### src/rtl/uart_receiver_pkg.sv
// rtl/uart_receiver_pkg.sv - UART receiver control-word bit indices, FSM state encoding, vote helper
package uart_receiver_pkg;

  localparam int CTRL_8BIT  = 3;
  localparam int CTRL_PAR   = 2;
  localparam int CTRL_2STOP = 1;
  localparam int CTRL_ODD   = 0;

  typedef enum logic [2:0] {
    ST_IDLE   = 3'd0,
    ST_START  = 3'd1,
    ST_DATA   = 3'd2,
    ST_PARITY = 3'd3,
    ST_STOP1  = 3'd4,
    ST_STOP2  = 3'd5,
    ST_BREAK  = 3'd6
  } rx_state_t;

  function automatic logic maj3(input logic a, input logic b, input logic c);
    return (a & b) | (a & c) | (b & c);
  endfunction

endpackage

### src/rtl/uart_receiver_sync.sv
// rtl/uart_receiver_sync.sv - Rx line synchroniser with fall strobe; UART_RX_MAJORITY_EN adds a 3-sample vote
module uart_receiver_sync #(
  parameter int SYNC_STAGES = 2
) (
  input  logic i_clk,
  input  logic i_rst_n,
  input  logic i_line,
  output logic o_bit,
  output logic o_fall
);

`ifdef UART_RX_MAJORITY_EN
  localparam int DEPTH = SYNC_STAGES + 2;
`else
  localparam int DEPTH = SYNC_STAGES + 1;
`endif

  // Index SYNC_STAGES is the nominal sample; one stage on each side gives the vote window.
  logic [DEPTH-1:0] r_sync;

  always_ff @(posedge i_clk or negedge i_rst_n) begin
    if (!i_rst_n) r_sync <= '1;
    else          r_sync <= {r_sync[DEPTH-2:0], i_line};
  end

  assign o_fall = r_sync[SYNC_STAGES] & ~r_sync[SYNC_STAGES-1];

`ifdef UART_RX_MAJORITY_EN
  assign o_bit = uart_receiver_pkg::maj3(r_sync[SYNC_STAGES-1], r_sync[SYNC_STAGES],
                                         r_sync[SYNC_STAGES+1]);
`else
  assign o_bit = r_sync[SYNC_STAGES];
`endif

endmodule

### src/rtl/uart_receiver.sv
// rtl/uart_receiver.sv - UART receiver: frame FSM, bit timing, shift register, output/status registers
// Optional build macro UART_RX_MAJORITY_EN selects majority-voted bit sampling.
module uart_receiver
  import uart_receiver_pkg::*;
#(
  parameter int OVERSAMPLE  = 16,
  parameter int SYNC_STAGES = 2
) (
  input  logic       baud_clk,
  input  logic       rst_n,
  input  logic       Rx_line,
  input  logic [3:0] control,
  input  logic       Rx_ack,
  output logic [7:0] Rx_data,
  output logic       Rx_fg,
  output logic       parity_err,
  output logic       frame_err,
  output logic       overrun
);

  localparam int            CW      = $clog2(OVERSAMPLE);
  localparam logic [CW-1:0] HALF_M1 = CW'(OVERSAMPLE / 2 - 1);
  localparam logic [CW-1:0] FULL_M1 = CW'(OVERSAMPLE - 1);

  logic [1:0]    r_rst_sync;
  logic          w_rst_n;
  logic          w_bit;
  logic          w_fall;
  rx_state_t     r_state;
  rx_state_t     w_state_nxt;
  logic [CW-1:0] r_cnt;
  logic [2:0]    r_bit_cnt;
  logic [7:0]    r_shift;
  logic [3:0]    r_ctrl;
  logic          r_perr;
  logic          r_ferr;
  logic [7:0]    r_rx_data;
  logic          r_fg;
  logic          r_perr_out;
  logic          r_ferr_out;
  logic          r_ovr;
  logic          w_half;
  logic          w_full;
  logic          w_last_data;
  logic          w_final_stop;
  logic [7:0]    w_data_out;
  logic          w_par_exp;

  // Reset asserts immediately but releases on a clock edge.
  always_ff @(posedge baud_clk or negedge rst_n) begin
    if (!rst_n) r_rst_sync <= 2'b00;
    else        r_rst_sync <= {r_rst_sync[0], 1'b1};
  end
  assign w_rst_n = r_rst_sync[1];

  uart_receiver_sync #(.SYNC_STAGES(SYNC_STAGES)) u_sync (
    .i_clk   (baud_clk),
    .i_rst_n (w_rst_n),
    .i_line  (Rx_line),
    .o_bit   (w_bit),
    .o_fall  (w_fall)
  );

  assign w_half      = (r_cnt == HALF_M1);
  assign w_full      = (r_cnt == FULL_M1);
  assign w_last_data = (r_bit_cnt == (r_ctrl[CTRL_8BIT] ? 3'd7 : 3'd6));
  assign w_data_out  = r_ctrl[CTRL_8BIT] ? r_shift : {1'b0, r_shift[7:1]};
  assign w_par_exp   = r_ctrl[CTRL_ODD] ? ~^w_data_out : ^w_data_out;

  always_ff @(posedge baud_clk or negedge w_rst_n) begin
    if (!w_rst_n) r_state <= ST_IDLE;
    else          r_state <= w_state_nxt;
  end

  always_comb begin
    w_state_nxt  = r_state;
    w_final_stop = 1'b0;
    case (r_state)
      ST_IDLE:   if (w_fall) w_state_nxt = ST_START;
      ST_START:  if (w_half) w_state_nxt = w_bit ? ST_IDLE : ST_DATA;
      ST_DATA:   if (w_full && w_last_data)
                   w_state_nxt = r_ctrl[CTRL_PAR] ? ST_PARITY : ST_STOP1;
      ST_PARITY: if (w_full) w_state_nxt = ST_STOP1;
      ST_STOP1: begin
        if (w_full) begin
          if (r_ctrl[CTRL_2STOP]) begin
            w_state_nxt = ST_STOP2;
          end else begin
            w_final_stop = 1'b1;
            w_state_nxt  = w_bit ? ST_IDLE : ST_BREAK;
          end
        end
      end
      ST_STOP2: begin
        if (w_full) begin
          w_final_stop = 1'b1;
          w_state_nxt  = w_bit ? ST_IDLE : ST_BREAK;
        end
      end
      ST_BREAK:  if (w_bit) w_state_nxt = ST_IDLE;
      default:   w_state_nxt = ST_IDLE;
    endcase
  end

  always_ff @(posedge baud_clk or negedge w_rst_n) begin
    if (!w_rst_n) begin
      r_cnt     <= '0;
      r_bit_cnt <= 3'd0;
      r_shift   <= 8'h00;
      r_ctrl    <= 4'h0;
      r_perr    <= 1'b0;
      r_ferr    <= 1'b0;
    end else begin
      if (r_state == ST_IDLE || r_state == ST_BREAK || (r_state == ST_START && w_half) || w_full)
        r_cnt <= '0;
      else
        r_cnt <= r_cnt + CW'(1);

      if (r_state == ST_IDLE) r_ctrl <= control;

      if (r_state == ST_START) begin
        r_bit_cnt <= 3'd0;
        r_perr    <= 1'b0;
        r_ferr    <= 1'b0;
      end

      if (r_state == ST_DATA && w_full) begin
        r_shift   <= {w_bit, r_shift[7:1]};
        r_bit_cnt <= r_bit_cnt + 3'd1;
      end

      if (r_state == ST_PARITY && w_full) r_perr <= (w_bit != w_par_exp);

      if ((r_state == ST_STOP1 || r_state == ST_STOP2) && w_full && !w_bit) r_ferr <= 1'b1;
    end
  end

  // A frame completing in the same cycle as an acknowledge replaces the held one.
  always_ff @(posedge baud_clk or negedge w_rst_n) begin
    if (!w_rst_n) begin
      r_rx_data  <= 8'h00;
      r_fg       <= 1'b0;
      r_perr_out <= 1'b0;
      r_ferr_out <= 1'b0;
      r_ovr      <= 1'b0;
    end else if (w_final_stop && (!r_fg || Rx_ack)) begin
      r_rx_data  <= w_data_out;
      r_perr_out <= r_perr;
      r_ferr_out <= r_ferr | ~w_bit;
      r_fg       <= 1'b1;
      if (r_fg) r_ovr <= 1'b0;
    end else if (w_final_stop) begin
      r_ovr <= 1'b1;
    end else if (Rx_ack && r_fg) begin
      r_fg       <= 1'b0;
      r_perr_out <= 1'b0;
      r_ferr_out <= 1'b0;
      r_ovr      <= 1'b0;
    end
  end

  assign Rx_data    = r_rx_data;
  assign Rx_fg      = r_fg;
  assign parity_err = r_perr_out;
  assign frame_err  = r_ferr_out;
  assign overrun    = r_ovr;

endmodule

### config.mk
export PLATFORM = sky130hd
export DESIGN_NAME = uart_receiver
export DESIGN_NICKNAME = d
export VERILOG_FILES = /design/src/rtl/uart_receiver_pkg.sv /design/src/rtl/uart_receiver_sync.sv /design/src/rtl/uart_receiver.sv
export SDC_FILE = /design/constraint.sdc
export NUM_CORES = 1
export LEC_CHECK = 0
export ABC_AREA = 1
export ABC_CLOCK_PERIOD_IN_PS = 1200
export CAP_MARGIN = 10
export CORE_MARGIN = 4
export CORE_UTILIZATION = 50
export DETAILED_ROUTE_END_ITERATION = 7
export GPL_ROUTABILITY_DRIVEN = 0
export HOLD_SLACK_MARGIN = 0.15
export PLACE_DENSITY = 0.74
export SETUP_SLACK_MARGIN = 0.05
export SYNTH_ARGS = -nofsm -noshare
export SYNTH_HDL_FRONTEND = slang
export SYNTH_SLANG_ARGS = --single-unit
### constraint.sdc
create_clock -name baud_clk -period 1.2 [get_ports baud_clk]
set_input_delay 0.24 -clock baud_clk [delete_from_list [all_inputs] [get_ports baud_clk]]
set_output_delay 0.24 -clock baud_clk [all_outputs]
set_load 0.03 [all_outputs]
== Word-level counts from Yosys, hierarchy flattened ==
Index checks and enable logic that the tools add are counted.
Storage, ports and cells
  register bits after elaboration: 41
  bits of input ports: 8
  logic and storage cells: 98
  output and inout port bits: 12
Cells by class
  muxes and demuxes: 33
  add/sub/neg operators: 2
  reduce and logical (&&, ||, !) cells: 26
  bitwise logic cells: 4
  equal/unequal tests: 19
Operator list (count)
  3-bit two-way mux: 12
  3-bit case mux with 7 select lines: 1
  1-bit two-way mux: 16
  2-bit != test (second input constant): 6
  3-bit equality test (second input constant): 3
  1-bit logical AND: 8
  8-bit two-way mux: 1
  2-bit nonzero test: 4
  8-bit XNOR reduction: 1
  8-bit parity: 1
  7-bit AND reduction: 1
  3-bit by 2-bit equality test with 1-bit output (second input constant): 2
  2-bit by 1-bit != test with 1-bit output (second input constant): 3
  1-bit logical OR: 5
  4-bit by 1-bit adder with 4-bit output (second input constant): 1
  4-bit by 3-bit equality test with 1-bit output (second input constant): 1
  4-bit equality test (second input constant): 1
  4-bit two-way mux: 1
  2-bit AND reduction: 2
  3-bit by 1-bit adder with 3-bit output (second input constant): 1
  3-bit by 1-bit equality test with 1-bit output (second input constant): 1
  3-bit equality test: 1
  3-bit zero test: 1
  3-bit nonzero test: 1
  7 further kinds: 9

== Longest topological paths before layout ==
Gate-level depths: netlist of the first run.
  word-level depth: 6
  mapped depth: 16
  depth with buffers taken out: 14

== Modules after synthesis ==
Synthesis of the first run repeated with hierarchy kept, for this count alone.
Unflattened totals
  cell total of the unflattened synthesis: 241
  area, all modules: 1986.9 µm²
Modules (own cells, without submodules)
  uart_receiver: times used 1, area an instance 1898.1 µm², cells an instance 236, seq. area each 950.9 µm²
  uart_receiver_sync: times used 1, area an instance 88.8 µm², cells an instance 5, seq. area each 78.8 µm²

== Worst setup path before layout of the first run ==
Ideal clock, no wire load.
  path kind: flip-flop to flip-flop
  from: register r_cnt[0]
  to: register r_shift[1]
  stages on the path, launching flop included: 7
  setup time: 0.134 ns
  path buffers: 1
  path slack: -0.275 ns
  required time: 1.066 ns
  clock period less this slack: 1.475 ns
  arrival time: 1.342 ns
  path through: dfrtp_1 -> ha_1 -> nand2_1 -> nor2_2 -> nand2_1 -> clkbuf_1 -> o21ai_0
Between the ends
  word-level cells in the longest chain between the ends: 2
Ends and longest elaborated chain
  from (decl): line uart_receiver.sv:31  | logic [CW-1:0] r_cnt;
  from (signal assigned): line uart_receiver.sv:117  | r_cnt <= r_cnt + CW'(1);
  4-bit equality test: line uart_receiver.sv:65  | assign w_full = (r_cnt == FULL_M1);
  1-bit logical AND: line uart_receiver.sv:127  | if (r_state == ST_DATA && w_full) begin
  to (signal assigned): line uart_receiver.sv:128  | r_shift <= {w_bit, r_shift[7:1]};
  to (decl): line uart_receiver.sv:33  | logic [7:0] r_shift;
No other way between the ends.
A chain may end at the register's enable or synchronous reset.

== Final worst setup path of the first run ==
  from: register r_shift[1]
  to: register r_perr
Between the ends
  word-level cells in the longest chain between the ends: 5
  elaborated cells on any way between the ends: 6
  classes of those cells: eq/ne (1); mux (3); reduce/logical (2)
Ends and longest elaborated chain
  8-bit two-way mux (*): line uart_receiver.sv:67  | assign w_data_out = r_ctrl[CTRL_8BIT] ? r_shift : {1'b0, r_shift[7:1]};
  8-bit parity / 8-bit XNOR reduction (equally long branches): line uart_receiver.sv:68  | assign w_par_exp = r_ctrl[CTRL_ODD] ? ~^w_data_out : ^w_data_out;
  1-bit two-way mux (*): line uart_receiver.sv:68
  1-bit != test (*): line uart_receiver.sv:132  | if (r_state == ST_PARITY && w_full) r_perr <= (w_bit != w_par_exp);
  1-bit two-way mux (*): line uart_receiver.sv:132
  to (signal assigned): line uart_receiver.sv:132
  to (decl): line uart_receiver.sv:35  | logic r_perr;
Every way passes the cells marked *; elsewhere a longest branch is shown, timed or not.

==> summary.txt, run 1 <==
Logic synthesis
  • Syn_nets: 256
  • Share of the synthesized area in the top cell type: 47.6%
  • Synth top area cells: dfrtp_1 (48%), nand2_1 (17%), o21ai_1 (4.8%), dfstp_2 (3.9%), inv_1 (3.9%)
  • Syn avg cell area: 8.13 um2
  • YS warnings: 0
  • Top cells by count, synth: nand2_1 (90), dfrtp_1 (38), inv_1 (21)
  • Flops & latches, synth: 41
  • FFs w/ async S/R, synth: 100%
  • Post-synth top flop: dfrtp_1
  • Area of the mapped netlist: 0.00200 mm2
  • Largest area contributor in the netlist: dfrtp_1
  • Number of flops mapped to enable cells by yosys: 0
  • Synth Instances: 246
  • Top-count cell post-synth: nand2_1
  • Sequential share of the synthesized area: 51.5%
  • Post-synthesis cell type count: 28

Global route
  • Vias in the first global route: 2111
  • Total gr overflow: 0
  • Grt met3 use: 6.03%
  • M1 GR Usage: 32.7%
  • GR peak layer: met2
  • First-pass GRT wire length: 10.2 mm
  • Number of antenna violations at the first check in global routing: 0
  • Met2 Use GR: 41.8%
  • Tot GR Track Use: 25.9%
  • Largest net degree at the start of global routing: 18

Critical path
  • Most Frequent Cell on Critical Path: nand2_1
  • CP Data Arrival Time: 2.05 ns
  • Peak per-stage delay on the critical path: 0.41 ns
  • Crit-path leading delay family: simple AND/OR/NAND/NOR gates
  • Critical path's slowest cell: dfrtp_1
  • Worst EP required: 1.46 ns
  • Crit path capture type: flop
  • Crit start category: flop
  • Crit path from: r_shift[1]
  • Worst reg2reg startpoint: r_shift[1]
  • CP Cell Sequence: inv_1 -> nand2_1 -> o21ai_2 -> nand2_1 -> nand2_2 -> nand2_1 -> nand2_1 -> nand2_2 -> nand2_1 -> nand2_1 -> nand2_1 -> nand2_1 -> nand2_1
  • WP buf/inv: 1
  • Setup CP Type: flop to flop
  • Critical path peak fanout: 4

Worst hold path
  • Min-Delay Path Class: flop to async pin

Floorplanning
  • Std cell rows: 22
  • Die width: 71.2 um
  • Die Area: 0.00507 mm2
  • Initial Util: 53.0%
  • Die Y: 71.2 um
  • Core area: 0.00377 mm2
  • I/O pin count: 20

Layout
  • P&R area growth vs syn: 63.8%
  • Non-filler cells, final: 382
  • Antenna Cells: 0
  • Share of cells above drive strength 1: 51.5%
  • Nets: 343

Timing
  • Crit path time final: 1.78 ns
  • Endpoints failing hold: 0
  • Final clock skew: 0.0202 ns
  • Max Clk Rate: 0.561 GHz
  • Setup violators final: 33
  • Setup TNS: -10.53 ns
  • Final Worst Setup Slack: -0.582 ns
  • Unrepaired setup endpoints after global routing: true
  • Slew Limit Fails: 0
  • Final period utilization: 148%

Route
  • Remaining antenna violation count: 0
  • DR vias: 2277
  • Drt first pass iters: 5
  • Routed WL: 7.36 mm
  • Average via count per standard cell: 5.96
  • Initial DRC Count: 204
  • WL/cell: 19.3 um
  • Drt drc: 0

Flow run
  • MaxCap Viol Count: 0

CTS
  • Skew-Pair Late Insertion Delay: 0.32 ns
  • # H-tree levels: 2
  • TritonCTS buffer count: 5
  • Max clock buf depth: 2
  • Clk slew on worst S/H paths: 0.10 ns
  • CTS Root Cell: clkbuf_8
  • TritonCTS clock tree: done
  • CTS sink cnt: 41

Power
  • Leak: 1.62 nW
  • VDD IR-drop max: 1.24 mV
  • Power Dens Cells: 980 mW/mm2

Outcome
  • Status: finished with violations
  • Violated checks: setup timing

Place
  • DP Wirelength: 3.24 mm
  • Port-buffer cells: 19
  • DP Cell Count: 356
routing by layer:
| metal | vias up | routed length [um] |
|---|---|---|
| met5 | - | 0 |
| met4 | 0 | 449 |
| met3 | 46 | 714 |
| met2 | 169 | 3440 |
| met1 | 1102 | 2760 |
| li1 | 960 | - |
power by group:
part           switching [mW]  internal, mW
Clock                   0.533         0.827
Combinational           0.227         0.171
Sequential             0.0299          1.42
final timing paths:
| path | endpoint | slack, ns | depth (start not counted) |
|---|---|---|---|
| max | r_perr | -0.58 | 13 |
| min | u_sync.r_sync[2] | 0.24 | 0 |
| max reg2reg | r_perr | -0.58 | 13 |
| min reg2reg | u_sync.r_sync[2] | 0.24 | 0 |
| max in group asynchronous | r_shift[6] | 0.23 | 1 |
| min in group baud_clk | u_sync.r_sync[0] | 0.34 | 1 |
cell usage in the layout (no fill, tap or decap), types with 6 or more instances in the layout:
cell / synthesis / layout
buf_4: 0 / 57
nand2_1: 90 / 51
dfrtp_1: 38 / 34
nand2_2: 0 / 31
inv_1: 21 / 18
o21ai_1: 19 / 16
buf_6: 4 / 14
o21ai_2: 1 / 9
nor2_1: 14 / 7
clkdlybuf4s50_1: 0 / 7
nand2_4: 0 / 6
inv_2: 5 / 6
nand3_1: 7 / 6
a21oi_1: 7 / 6
timing repair:
action                     CTS  global route
hold buffers                 3             0
setup endpoints to repair   37            37
gates cloned                 2             0
resized for setup           66            56
pin swaps                   12            24
setup buffers               10             7
hold endpoints to repair     7             0
state kept, by name (all words and copies together) (netlist names):
register / count
Rx_fg: 1
r_ferr: 1
parity_err: 1
frame_err: 1
r_shift: 8
r_bit_cnt: 3
overrun: 1
r_cnt: 4
r_perr: 1
r_ctrl: 4
Rx_data: 8
r_rst_sync: 2
r_state: 3
u_sync.r_sync: 3
cells by family after synthesis:
kind of cell / synth area share, %
buf+inv: 7.63
compound gates: 12.3
other cells: 0.188
flops: 51.5
simple gates: 23.8
xor+xnor: 2.19
fa+ha+maj: 1.25
mux: 1.13
cell type report:
cell class              instances  area (um2)
repair buffers                 85         766
well taps                      48        60.1
flip-flops and latches         41        1030
clock inverters                 3        65.1
clock buffers                   5        68.8
inverters                      27         114
fillers                       170         497
multi-input cells             173        1170
stage by stage:
| step | hold WS [ns] | setup slack, ns | cell area [um2] | total power [mW] | util (%) |
|---|---|---|---|---|---|
| final | 0.242 | -0.582 | 3270 | 3.21 | 86.8 |
| after floorplan | -0.0556 | -0.202 | 2040 | 1.63 | - |
| after CTS | 0.253 | -0.332 | 3040 | 3.12 | 80.5 |
| after global routing | 0.259 | -0.638 | 3270 | 3.31 | 86.8 |
| after detailed placement | 0.147 | -0.328 | 2580 | 1.76 | 68.4 |
| after global placement | 0.144 | -0.252 | 2580 | 1.74 | 68.4 |
Power figures use the tool's default switching activity.
==> run 2: changes to the inputs <==
--- a/config.mk
+++ b/config.mk
@@ -7,7 +7,7 @@
 export LEC_CHECK = 0
 export ABC_AREA = 1
 export ABC_CLOCK_PERIOD_IN_PS = 1200
-export CAP_MARGIN = 10
+export CAP_MARGIN = 20
 export CORE_MARGIN = 4
 export CORE_UTILIZATION = 50
 export DETAILED_ROUTE_END_ITERATION = 7
@@ -18,3 +18,4 @@
 export SYNTH_ARGS = -nofsm -noshare
 export SYNTH_HDL_FRONTEND = slang
 export SYNTH_SLANG_ARGS = --single-unit
+export TNS_END_PERCENT = 100
==> results of run 2 <==
No change in the layout: final DEF, timing and power equal those of run 1.
==> run 3: changes to the inputs <==
--- a/config.mk
+++ b/config.mk
@@ -8,7 +8,7 @@
 export ABC_AREA = 1
 export ABC_CLOCK_PERIOD_IN_PS = 1200
 export CAP_MARGIN = 20
-export CORE_MARGIN = 4
+export CORE_MARGIN = 1.5
 export CORE_UTILIZATION = 50
 export DETAILED_ROUTE_END_ITERATION = 7
 export GPL_ROUTABILITY_DRIVEN = 0
==> summary.txt, run 3 (synthesized netlist as in run 1, its figures left out) <==
Layout
  • Antenna Cells: 0
  • Multi-input gate area: 0.00110 mm2
  • Reg area: 0.00103 mm2
  • Fill cells: 213
  • P&R area growth vs syn: 52.6%
  • Nets: 330
  • Most frequent cells in the layout: nand2_1 (70), buf_4 (48), dfrtp_1 (34), inv_1 (20), o21ai_1 (18)
  • Most common cell after layout, fill and taps aside: nand2_1
  • Finished Cell Area: 0.00305 mm2
  • Share of cells above drive strength 1: 42.7%

Floorplanning
  • Initial Util: 53.4%
  • Core area: 0.00374 mm2
  • Die Area: 0.00439 mm2
  • Die Y: 66.2 um
  • Die width: 66.2 um
  • I/O pin count: 20
  • Std cell rows: 22

Power
  • Power Dens Cells: 889 mW/mm2
  • Design Power: 2.71 mW
  • VDD IR-drop max: 0.839 mV
  • Leak: 1.52 nW

Global route
  • Vias in the first global route: 1716
  • Number of antenna violations at the first check in global routing: 0
  • Tot GR Track Use: 23.4%
  • Total gr overflow: 0
  • First-pass GRT wire length: 7.75 mm
  • Largest net degree at the start of global routing: 28

Critical path
  • Setup CP Type: flop to flop
  • Crit-path leading delay family: simple AND/OR/NAND/NOR gates
  • WP buf/inv: 0
  • Critical path's slowest cell: dfrtp_1
  • Crit path capture type: flop
  • Critical path peak fanout: 6
  • Worst EP required: 1.37 ns
  • CP Data Arrival Time: 1.70 ns
  • Peak per-stage delay on the critical path: 0.40 ns
  • CP Cell Sequence: ha_4 -> nand2_4 -> nor2_4 -> nand3_2 -> o21ai_2 -> nand4_4 -> nand2_1 -> o21ai_1
  • Crit start category: flop

Timing
  • Setup violators final: 32
  • Slew Limit Fails: 0
  • Crit path time final: 1.52 ns
  • Worst hold margin: 0.155 ns
  • Final period utilization: 127%
  • Final clock skew: 0.0128 ns
  • Endpoints failing hold: 0
  • Max Clk Rate: 0.656 GHz
  • Unrepaired setup endpoints after global routing: true
  • Final Worst Setup Slack: -0.324 ns

Route
  • Remaining antenna violation count: 0
  • Average via count per standard cell: 5.24
  • Routed WL: 5.60 mm
  • Initial DRC Count: 147
  • Drt first pass iters: 4
  • DR vias: 1935
  • WL/cell: 15.2 um
  • Drt drc: 0

Flow run
  • MaxCap Viol Count: 0

CTS
  • CTS Root Cell: clkbuf_8
  • # H-tree levels: 2
  • Skew-Pair Late Insertion Delay: 0.30 ns
  • Max clock buf depth: 2
  • Clk slew on worst S/H paths: 0.09 ns
  • CTS sink cnt: 41
  • TritonCTS buffer count: 5
  • TritonCTS clock tree: done

Place
  • DP Wirelength: 2.92 mm
  • Port-buffer cells: 19
  • Dpl cell area: 0.00253 mm2

Worst hold path
  • Min-Delay Path Class: flop to async pin

Outcome
  • Violated checks: setup timing
  • Status: finished with violations
[run 3: cell types whose count changed in the layout (fill, tap and decap cells not counted), sizes merged]
| cell | change |
|---|---|
| clkinv | -2 |
| clkbuf | +2 |
| bufinv | -2 |
| buf | -10 |
| inv | +1 |
| dlygate4sd3 | -2 |
[run 3: cell type report]
class	count	area share (%)
Clock buffer	8	2.95
Multi-Input combinational cell	173	36.0
Tap cell	48	1.97
Sequential cell	41	33.9
Timing Repair Buffer	72	21.0
Inverter	27	4.14
[run 3: worst paths after layout]
| check | cells after the start | slack, ns | end | start |
|---|---|---|---|---|
| max in group asynchronous | 2 | 0.42 | r_rst_sync[1] | rst_n |
| min | 0 | 0.15 | r_shift[1] | r_rst_sync[1] |
| max reg2reg | 8 | -0.32 | r_state[2] | r_cnt[1] |
| max | 8 | -0.32 | r_state[2] | r_cnt[1] |
| min in group baud_clk | 1 | 0.35 | u_sync.r_sync[0] | Rx_line |
| min reg2reg | 0 | 0.15 | r_shift[1] | r_rst_sync[1] |
[run 3: where the power goes]
| group | leakage [nW] | total [mW] | switching [mW] | internal [mW] |
|---|---|---|---|---|
| Combinational | 0.981 | 0.307 | 0.169 | 0.138 |
| Sequential | 0.498 | 1.45 | 0.0328 | 1.42 |
| Clock | 0.0455 | 0.955 | 0.485 | 0.470 |
[run 3: metrics by stage]
step / TNS, ns / cells / worst slack (ns) / util, %
after CTS: -5.12 / 365 / -0.276 / 76.1
after global routing: -9.59 / 369 / -0.459 / 81.5
after floorplan: -2.93 / 246 / -0.202 / -
after detailed placement: -4.77 / 348 / -0.382 / 67.6
final: -7.62 / 369 / -0.324 / 81.5
after global placement: -3.88 / 348 / -0.339 / 67.6
[run 3: timing repair]
item,CTS,global route
endpoints found under the setup margin,36,37
gates cloned,1,0
buffers inserted,8,7
hold buffers,1,0
hold endpoints to repair,2,0
pin swaps,9,9
resized for setup,48,50
[run 3: layer usage]
metal,track usage [%],routed length (um)
met5,0,0
met4,6.63,161
met3,5.62,296
met2,37.6,2770
met1,31.6,2370
